### src/rtl/flit_axis_receiver.sv
// NoC ejection endpoint: buffers incoming flits in a credit-backed FIFO and
// reassembles SERIALIZATION_FACTOR flits into one AXI-Stream beat.
module flit_axis_receiver #(
   parameter int unsigned TDATA_WIDTH          = 512,
   parameter int unsigned DEST_WIDTH           = 6,
   parameter int unsigned SERIALIZATION_FACTOR = 4,
   parameter int unsigned FLIT_BUFFER_DEPTH    = 4
) (
   input  logic                                      clk,
   input  logic                                      rst_n,
   input  logic [TDATA_WIDTH/SERIALIZATION_FACTOR-1:0] data_in,
   input  logic [DEST_WIDTH-1:0]                     dest_in,
   input  logic                                      is_tail_in,
   input  logic                                      send_in,
   output logic                                      credit_out,
   output logic                                      axis_tvalid,
   input  logic                                      axis_tready,
   output logic [TDATA_WIDTH-1:0]                    axis_tdata,
   output logic                                      axis_tlast,
   output logic [DEST_WIDTH-1:0]                     axis_tdest,
   output logic                                      overflow
);
   localparam int unsigned FLIT_WIDTH = TDATA_WIDTH / SERIALIZATION_FACTOR;
   localparam int unsigned PTR_W      = (FLIT_BUFFER_DEPTH > 1) ? $clog2(FLIT_BUFFER_DEPTH) : 1;
   localparam int unsigned OCC_W      = $clog2(FLIT_BUFFER_DEPTH + 1);
   localparam int unsigned CNT_W      = (SERIALIZATION_FACTOR > 1) ? $clog2(SERIALIZATION_FACTOR) : 1;
   localparam int unsigned ENT_W      = FLIT_WIDTH + DEST_WIDTH + 1;

   typedef enum logic {FILL, HOLD} state_e;

   state_e                 state_q, state_d;
   logic [ENT_W-1:0]       mem_q [FLIT_BUFFER_DEPTH];
   logic [ENT_W-1:0]       mem_d [FLIT_BUFFER_DEPTH];
   logic [PTR_W-1:0]       wr_ptr_q, wr_ptr_d, rd_ptr_q, rd_ptr_d;
   logic [OCC_W-1:0]       occ_q, occ_d;
   logic [CNT_W-1:0]       cnt_q, cnt_d;
   logic [TDATA_WIDTH-1:0] tdata_q, tdata_d;
   logic [DEST_WIDTH-1:0]  tdest_q, tdest_d;
   logic                   tlast_q, tlast_d;
   logic                   tvalid_q, tvalid_d;
   logic                   credit_q, credit_d;
   logic                   overflow_q, overflow_d;

   logic                   full_c, empty_c, push_c, pop_c;
   logic [ENT_W-1:0]       head_c;
   logic [FLIT_WIDTH-1:0]  head_data_c;
   logic [DEST_WIDTH-1:0]  head_dest_c;
   logic                   head_tail_c;

   function automatic logic [PTR_W-1:0] ptr_inc(input logic [PTR_W-1:0] p);
      return (p == PTR_W'(FLIT_BUFFER_DEPTH - 1)) ? '0 : p + PTR_W'(1);
   endfunction

   assign full_c      = (occ_q == OCC_W'(FLIT_BUFFER_DEPTH));
   assign empty_c     = (occ_q == '0);
   assign push_c      = send_in & ~full_c;
   assign head_c      = mem_q[rd_ptr_q];
   assign head_data_c = head_c[ENT_W-1 -: FLIT_WIDTH];
   assign head_dest_c = head_c[DEST_WIDTH:1];
   assign head_tail_c = head_c[0];

   // Beat assembly FSM; a handshake in HOLD immediately starts the next beat.
   always_comb begin
      state_d  = state_q;
      cnt_d    = cnt_q;
      tdata_d  = tdata_q;
      tdest_d  = tdest_q;
      tlast_d  = tlast_q;
      tvalid_d = tvalid_q;
      pop_c    = 1'b0;
      if (state_q == HOLD && axis_tready) begin
         tvalid_d = 1'b0;
         state_d  = FILL;
      end
      if ((state_q == FILL || axis_tready) && !empty_c) begin
         pop_c = 1'b1;
         if (cnt_q == '0) begin
            tdata_d = '0;
            tdest_d = head_dest_c;
         end
         for (int unsigned k = 0; k < SERIALIZATION_FACTOR; k++) begin
            if (CNT_W'(k) == cnt_q) tdata_d[k*FLIT_WIDTH +: FLIT_WIDTH] = head_data_c;
         end
         if (cnt_q == CNT_W'(SERIALIZATION_FACTOR - 1) || head_tail_c) begin
            cnt_d    = '0;
            tvalid_d = 1'b1;
            tlast_d  = head_tail_c;
            state_d  = HOLD;
         end else begin
            cnt_d = cnt_q + CNT_W'(1);
         end
      end
   end

   // FIFO bookkeeping, credit return and sticky overflow.
   always_comb begin
      mem_d = mem_q;
      if (push_c) mem_d[wr_ptr_q] = {data_in, dest_in, is_tail_in};
      wr_ptr_d   = push_c ? ptr_inc(wr_ptr_q) : wr_ptr_q;
      rd_ptr_d   = pop_c ? ptr_inc(rd_ptr_q) : rd_ptr_q;
      occ_d      = occ_q + OCC_W'(push_c) - OCC_W'(pop_c);
      credit_d   = pop_c;
      overflow_d = overflow_q | (send_in & full_c);
   end

   always_ff @(posedge clk) begin
      if (!rst_n) begin
         state_q    <= FILL;
         wr_ptr_q   <= '0;
         rd_ptr_q   <= '0;
         occ_q      <= '0;
         cnt_q      <= '0;
         tdata_q    <= '0;
         tdest_q    <= '0;
         tlast_q    <= 1'b0;
         tvalid_q   <= 1'b0;
         credit_q   <= 1'b0;
         overflow_q <= 1'b0;
      end else begin
         state_q    <= state_d;
         wr_ptr_q   <= wr_ptr_d;
         rd_ptr_q   <= rd_ptr_d;
         occ_q      <= occ_d;
         cnt_q      <= cnt_d;
         tdata_q    <= tdata_d;
         tdest_q    <= tdest_d;
         tlast_q    <= tlast_d;
         tvalid_q   <= tvalid_d;
         credit_q   <= credit_d;
         overflow_q <= overflow_d;
      end
   end

   // Storage needs no reset; the pointers define what is valid.
   always_ff @(posedge clk) begin
      mem_q <= mem_d;
   end

   assign credit_out  = credit_q;
   assign axis_tvalid = tvalid_q;
   assign axis_tdata  = tdata_q;
   assign axis_tlast  = tlast_q;
   assign axis_tdest  = tdest_q;
   assign overflow    = overflow_q;
endmodule
### config.mk
export PLATFORM = sky130hd
export DESIGN_NAME = flit_axis_receiver
export DESIGN_NICKNAME = d
export VERILOG_FILES = /design/src/rtl/flit_axis_receiver.sv
export SDC_FILE = /design/constraint.sdc
export NUM_CORES = 1
export LEC_CHECK = 0
export BUFFER_PORTS_ARGS = -buffer_cell sky130_fd_sc_hd__buf_2
export CORE_ASPECT_RATIO = 0.6
export CORE_MARGIN = 2
export CORE_UTILIZATION = 35
export CTS_CLUSTER_SIZE = 24
export DETAILED_ROUTE_END_ITERATION = 7
export PLACE_DENSITY = 0.58
export SYNTH_ARGS = -nofsm -noshare
export SYNTH_HDL_FRONTEND = slang
export SYNTH_SLANG_ARGS = --single-unit
### constraint.sdc
create_clock -name clk -period 8 [get_ports clk]
set_input_delay 1.6 -clock clk [delete_from_list [all_inputs] [get_ports clk]]
set_output_delay 1.6 -clock clk [all_outputs]
set_load 0.03 [all_outputs]
## Yosys cells after proc, flatten, opt, wreduce, memory -nomap -nowiden

Index checks and enable logic that the tools add are counted.

- Input port bits: 139
- Word-level logic and storage cells: 77
- Flip-flop bits (word level): 1072
- Output and inout bits: 522

- Add/sub/neg operators: 5
- Muxes and demuxes: 21
- Order comparisons: 3
- Reduce and logical (&&, ||, !) cells: 16
- Eq/ne operators: 7
- Bitwise logic cells: 7

Operators with widths:

| kind | number |
|---|---|
| 540-bit bitwise mux | 1 |
| 128-bit two-way mux | 4 |
| 512-bit two-way mux | 1 |
| 135-bit two-way mux | 3 |
| 135-bit binary-select mux with 2-bit select | 1 |
| 135-bit demux with 2-bit select | 1 |
| 2-bit AND reduction | 5 |
| 1-bit two-way mux | 7 |
| 2-bit by 1-bit adder with 2-bit output (second input constant) | 3 |
| 2-bit == test (second input constant) | 3 |
| 3-bit greater-or-equal comparator (second input constant) | 2 |
| 2-bit two-way mux | 3 |
| 2-bit NOT with 3-bit output | 2 |
| 2-bit nonzero test | 3 |
| 2-bit == test (first input constant) | 2 |
| 3-bit by 1-bit adder with 3-bit output | 1 |
| 3-bit == test (second input constant) | 1 |
| 1-bit logical AND | 3 |
| 3-bit zero test | 1 |
| 3-bit by 1-bit less-than comparator with 1-bit output (second input constant) | 1 |
| 3-bit by 1-bit subtractor with 3-bit output | 1 |
| 1-bit bitwise AND | 2 |
| 1-bit by 2-bit == test with 1-bit output (first input constant) | 1 |
| 2-bit zero test | 1 |
| 4 further kinds | 6 |

## Longest topological paths before layout

Gate-level depths: netlist of the first run.

- Word-level depth: 7
- Mapped depth: 8
- Depth with buffers taken out: 8

## Worst setup path before layout of the first run

Ideal clock, no wire load.

- Path kind: input to register
- Start: in send_in
- End: reg mem_q[0] (netlist name), enable pin
- Arrival time: 4.738 ns
- Path buffers: 0
- Path slack: 2.750 ns
- Setup time: 0.512 ns
- Stages: 1
- Required time: 7.488 ns
- Cell sequence: and3_1

- Cells in the longest elaborated chain, start to end: 1

Ends and longest elaborated chain:

| item | RTL line | text |
|---|---|---|
| from (decl) | 14 | `input logic send_in,` |
| 1-bit bitwise AND | 56 | `assign push_c = send_in & ~full_c;` |
| to (signal assigned) | 136 | `mem_q <= mem_d;` |
| to (decl) | 32 | `logic [ENT_W-1:0] mem_q [FLIT_BUFFER_DEPTH];` |

No other way between the ends.
A chain may end at the register's enable or synchronous reset.

==> results.cfg, run 1 <==
[synthesis]
yosysTopAreaCell = edfxtp_1
yosys-top-cells-count = 540 x edfxtp_1, 532 x dfxtp_1, 384 x a32o_1
yosysSeqAreaShare = 0.715
synth-seq-cells = 1072
synthesis.nets = 2294
syn_avg_cell_area_um2 = 17.5
yosysWarnings = 0
ys_types = 41
synthArstFlopShare = 0
yosys_most_used_dff = edfxtp_1
netlist.area_leader.share = 0.432
synth-edff-count = 540
syn_area_um2 = 37600
synthCells = 2144
yosysMostFrequentCell = edfxtp_1
synthTopCellsByArea = edfxtp_1 43%, dfxtp_1 28%, a32o_1 10%, mux4_2 8.0%, o2bb2ai_2 2.4%

[worst_setup_path]
reg2reg_from = occ_q[0]
reg2regPathDepth = 4
crit_arrival_ns = 4.35
endpoint_kind = flip-flop
crit_required_ns = 8.62
cp_max_fo = 94
crit_path_start_kind = primary input
path_class = in -> reg
r2r_slack_ns = 5.06
worst_r2r_endpoint = axis_tdata[428]

[detailed_routing]
antenna_left = 0
drt-initial-drc-count = 1998
drc = 0
wire_per_inst_um = 25.0
avgViaCountPerCell = 5.41
wirelength_mm = 107
firstDrtPassIters = 6
vias = 23100

[timing]
hold_viol_final = 0
fmax_mhz = 268
tns_ns = 0
hold_ws_ns = 0.458
slew_headroom = 0.230
final_max_slew_viol_count = 0
setup_slack_ns = 4.27
post-route-period-util = 0.466
setup_viol = 0
min_period_ns = 3.73
rsz0062_at_grt = false
fin_skew_ns = 0.0209
worst_slew_pin_slew_ns = 1.16

[clocking]
h-tree-depth = 3
ctsHoldBuffers = 0
cts_buffers = 100
post_cts_resize_count = 0
cts_tree = built
cts_max_path_buffers = 3
clk_root_buffer_cell = clkbuf_16
clkTransAtPathRegs_ns = 0.06
cts_setup_buffers = 0
clock_latency_ns = 0.68
cts.sinks = 1072

[global_route]
grt_pass1_wl_mm = 156
antenna_found_initial = 29
grt_max_degree = 208
overflow = 0
grt_util_all_layers = 0.187
grt_pass1_vias = 23000

[worst_hold_path]
hold_path.class = reg -> reg
min_from = axis_tdata[103]
hold_end = axis_tdata[103]
holdPathStages = 2

[place]
dp.cells = 4056
place_ws_ns = 3.67
dpl_cell_area_um2 = 41800
port_buffers = 660
place.gp.congestion = 0.838
dp_hpwl_mm = 70.0

[finish]
syn_to_final_growth_pct = 20.3
fin_nets = 2884
stdcell_count = 4262
fin_area_um2 = 45200
drive_gt1_frac = 0.376

[floorplan]
fp.coreArea_um2 = 107000
initial_utilization = 0.352
die_area_um2 = 110000
fp.dieH_um = 258
ios = 661
dieWidth_um = 427
fp-row-count = 93

[power_and_ir_drop]
peakVddDrop_uv = 232
powerDensity_nw_per_um2 = 367
leakagePower_nw = 16.7

[run_status]
status = finished, final reports clean

[flow_run]
cap_violations = 0
critical path: stages:
cell and delay, ns:
buf_8 0.47, and4_4 1.11, buf_4 0.71, a32o_1 0.22
cells in the final DEF (no fill, tap or decap), types with 10 or more instances in the layout:
cell | netlist | routed
buf_2 | 57 | 659
edfxtp_1 | 540 | 540
dfxtp_1 | 532 | 530
a32o_1 | 384 | 384
nand2_1 | 140 | 140
mux4_2 | 134 | 134
clkbuf_16 | 0 | 109
o2bb2ai_1 | 74 | 74
o2bb2ai_2 | 60 | 60
buf_4 | 12 | 30
clkbuf_1 | 89 | 23
diode_2 | 0 | 15
clkinv_2 | 0 | 13
clkbuf_8 | 0 | 13
ha_1 | 10 | 10
clkinv_1 | 0 | 10
through the flow:
| step | power, mW | util |
|---|---|---|
| CTS | 16.8 | 0.422 |
| global route | 17.3 | 0.423 |
| floorplan | 10.3 | - |
| global placement | 11.8 | 0.391 |
| detailed placement | 11.9 | 0.391 |
| finish | 16.6 | 0.423 |
worst max path at each step:
stage | startpoint | end
after floorplan | send_in | mem_q[0]
after global placement | rst_n | axis_tdata[307]
after detailed placement | rst_n | axis_tdata[289]
after CTS | rst_n | axis_tdata[300]
after global routing | rst_n | axis_tdata[300]
final | rst_n | axis_tdata[300]
power breakdown:
group / switching (mW) / total (mW) / internal [mW]
Clock: 2.09 / 4.84 / 2.75
Sequential: 0.317 / 6.71 / 6.39
Combinational: 3.60 / 5.03 / 1.43
Total: 6.01 / 16.6 / 10.6
area by class of cell:
type,count,area [µm²]
clock inverter,43,363
clock buffer,147,3000
multi-input combinational,859,9490
antenna,15,37.5
inverter,8,30.0
sequential,1072,26900
fill,9627,61600
timing repair buffer,693,3590
tap,1425,1780
kinds of logic (layout without fill, tap and decap cells):
kind of cell	count (synthesis)	count (layout)	share of synthesized area
fa+ha+maj	11	11	0.00386
compound gates	536	536	0.146
mux	137	137	0.0812
xor+xnor	3	3	0.000700
other cells	0	15	0
simple gates	172	172	0.0197
buf+inv	213	891	0.0330
flops	1072	1072	0.715
flip-flops by register name, indices dropped and copies added (netlist names):
name / flops
axis_tdata: 512
axis_tdest: 6
axis_tlast: 1
axis_tvalid: 1
cnt_q: 2
credit_out: 1
mem_q: 540
occ_q: 3
overflow: 1
rd_ptr_q: 2
state_q: 1
wr_ptr_q: 2
per-layer routing:
layer	vias up	GRT usage	wire, µm
met3	200	0.0413	6600
met4	20	0.0701	3220
met2	840	0.304	51800
li1	10000	-	-
met1	12000	0.247	44700
met5	-	0	125
Note: power is estimated with default switching activity, not from simulation.
==> run 2: changes to the inputs <==
==> constraint.sdc (replaced) <==
create_clock -name clk -period 3.6 [get_ports clk]
set_input_delay 0.72 -clock clk [delete_from_list [all_inputs] [get_ports clk]]
set_output_delay 0.72 -clock clk [all_outputs]
set_load 0.03 [all_outputs]
==> results.cfg, run 2 (synthesis results as in run 1) <==
[run_status]
status = finished, final reports clean

[clocking]
ctsHoldBuffers = 0
clkTransAtPathRegs_ns = 0.07
cts_buffers = 99
cts.sinks = 1072
h-tree-depth = 3
post_cts_resize_count = 0
cts_tree = built
cts_setup_buffers = 0
clk_root_buffer_cell = clkbuf_16
clock_latency_ns = 0.68
cts_max_path_buffers = 3

[flow_run]
cap_violations = 0

[worst_setup_path]
path_class = reg -> reg
cp.buffers_inverters = 0
slowest_stage = nor3_1
endpoint_kind = flip-flop
crit_path_start_kind = flip-flop
crit_required_ns = 4.18
cp_max_fo = 6
path_cells = nor3_1, nor2_1, xnor2_1, ha_1, fa_1, xnor2_1, xnor2_1, and2_1
worst_r2r_endpoint = occ_q[2]
reg2regPathDepth = 8
critPathMaxStageDelay_ns = 0.56
endpoint = occ_q[2]
critPathLaunch = occ_q[1]
crit_cells = 8
crit_family = simple AND/OR/NAND/NOR gates
crit_arrival_ns = 3.06
reg2reg_from = occ_q[1]
r2r_slack_ns = 1.12
critPathMostFrequentCell = xnor2_1

[timing]
setup_viol = 0
rsz0062_at_grt = false
tns_ns = 0
worst_slew_pin_slew_ns = 1.04
post-route-period-util = 0.690
hold_ws_ns = 0.245
slew_headroom = 0.307
fin_skew_ns = 0.0193
setup_slack_ns = 1.12
fmax_mhz = 403
min_period_ns = 2.48
hold_viol_final = 0
final_max_slew_viol_count = 0

[power_and_ir_drop]
powerDensity_nw_per_um2 = 814
peakVddDrop_uv = 564
finalPower_mw = 37.3
leakagePower_nw = 17.0

[finish]
drive_gt1_frac = 0.389
most-common-layout-cells = 659 x buf_2, 540 x edfxtp_1, 530 x dfxtp_1
fin_nets = 2932
final_common_cell = buf_2
stdcell_count = 4303
fin_area_um2 = 45800
syn_to_final_growth_pct = 21.9
largest_register_ffs = 540
final_core_util = 0.429
regMostFlops = mem_q

[floorplan]
fp-row-count = 93
dieWidth_um = 427
ios = 661
fp.coreArea_um2 = 107000
fp.dieH_um = 258
die_area_um2 = 110000
initial_utilization = 0.352

[detailed_routing]
wire_per_inst_um = 25.0
firstDrtPassIters = 5
vias = 23400
drc = 0
antenna_left = 0
drt-initial-drc-count = 2106
wirelength_mm = 108
avgViaCountPerCell = 5.43

[place]
place.gp.congestion = 0.820
place_ws_ns = 0.855
port_buffers = 660
dp.cells = 4106
dp_hpwl_mm = 72.2
dpl_cell_area_um2 = 42500

[worst_hold_path]
hold_path.class = in -> reg

[global_route]
grt_pass1_vias = 23200
grt_util_all_layers = 0.190
antenna_found_initial = 25
grt_pass1_wl_mm = 158
grt_max_degree = 100
overflow = 0
-- run 2: area by class of cell --
type                    instances  area, µm²
fillers                      9548      61000
flip-flops and latches       1072      26900
multi-input cells             859       9490
repair buffers                742       4320
clock buffers                 130       2790
well taps                    1425       1780
clock inverters                55        467
inverters                       8       30.0
diodes                         12       30.0
-- run 2: report_power, final --
group          internal (mW)  switching (mW)  leakage (nW)
logic                   3.68            8.09          6.13
registers               14.2           0.779          9.26
clock network           5.90            4.62          1.62
-- run 2: worst reg2reg max path, delay by kind of cell, from the launching register on --
family	cells	cell delay, ns
fa+ha+maj	2	0.61
simple gates	3	0.93
flops	1	0.34
xor+xnor	3	0.49
-- run 2: worst min-delay path by stage --
| stage | from | to | slack (ns) | cells past startpoint |
|---|---|---|---|---|
| final | data_in[104] | mem_q[246] | 0.24 | 1 |
| after global routing | data_in[57] | mem_q[469] | 0.19 | 1 |
| after CTS | data_in[104] | mem_q[381] | 0.15 | 1 |
| after detailed placement | axis_tdata[66] | axis_tdata[66] | 0.45 | 2 |
| after global placement | axis_tdata[117] | axis_tdata[117] | 0.45 | 2 |
| after floorplan | cnt_q[0] | cnt_q[0] | 0.48 | 2 |
-- run 2: routing by layer --
layer,vias to the layer above,part of all wire,global-route usage
met5,-,0.0012,0
met4,20,0.027,0.0595
met3,198,0.066,0.0420
met2,866,0.48,0.305
met1,12100,0.43,0.258
li1,10200,-,-
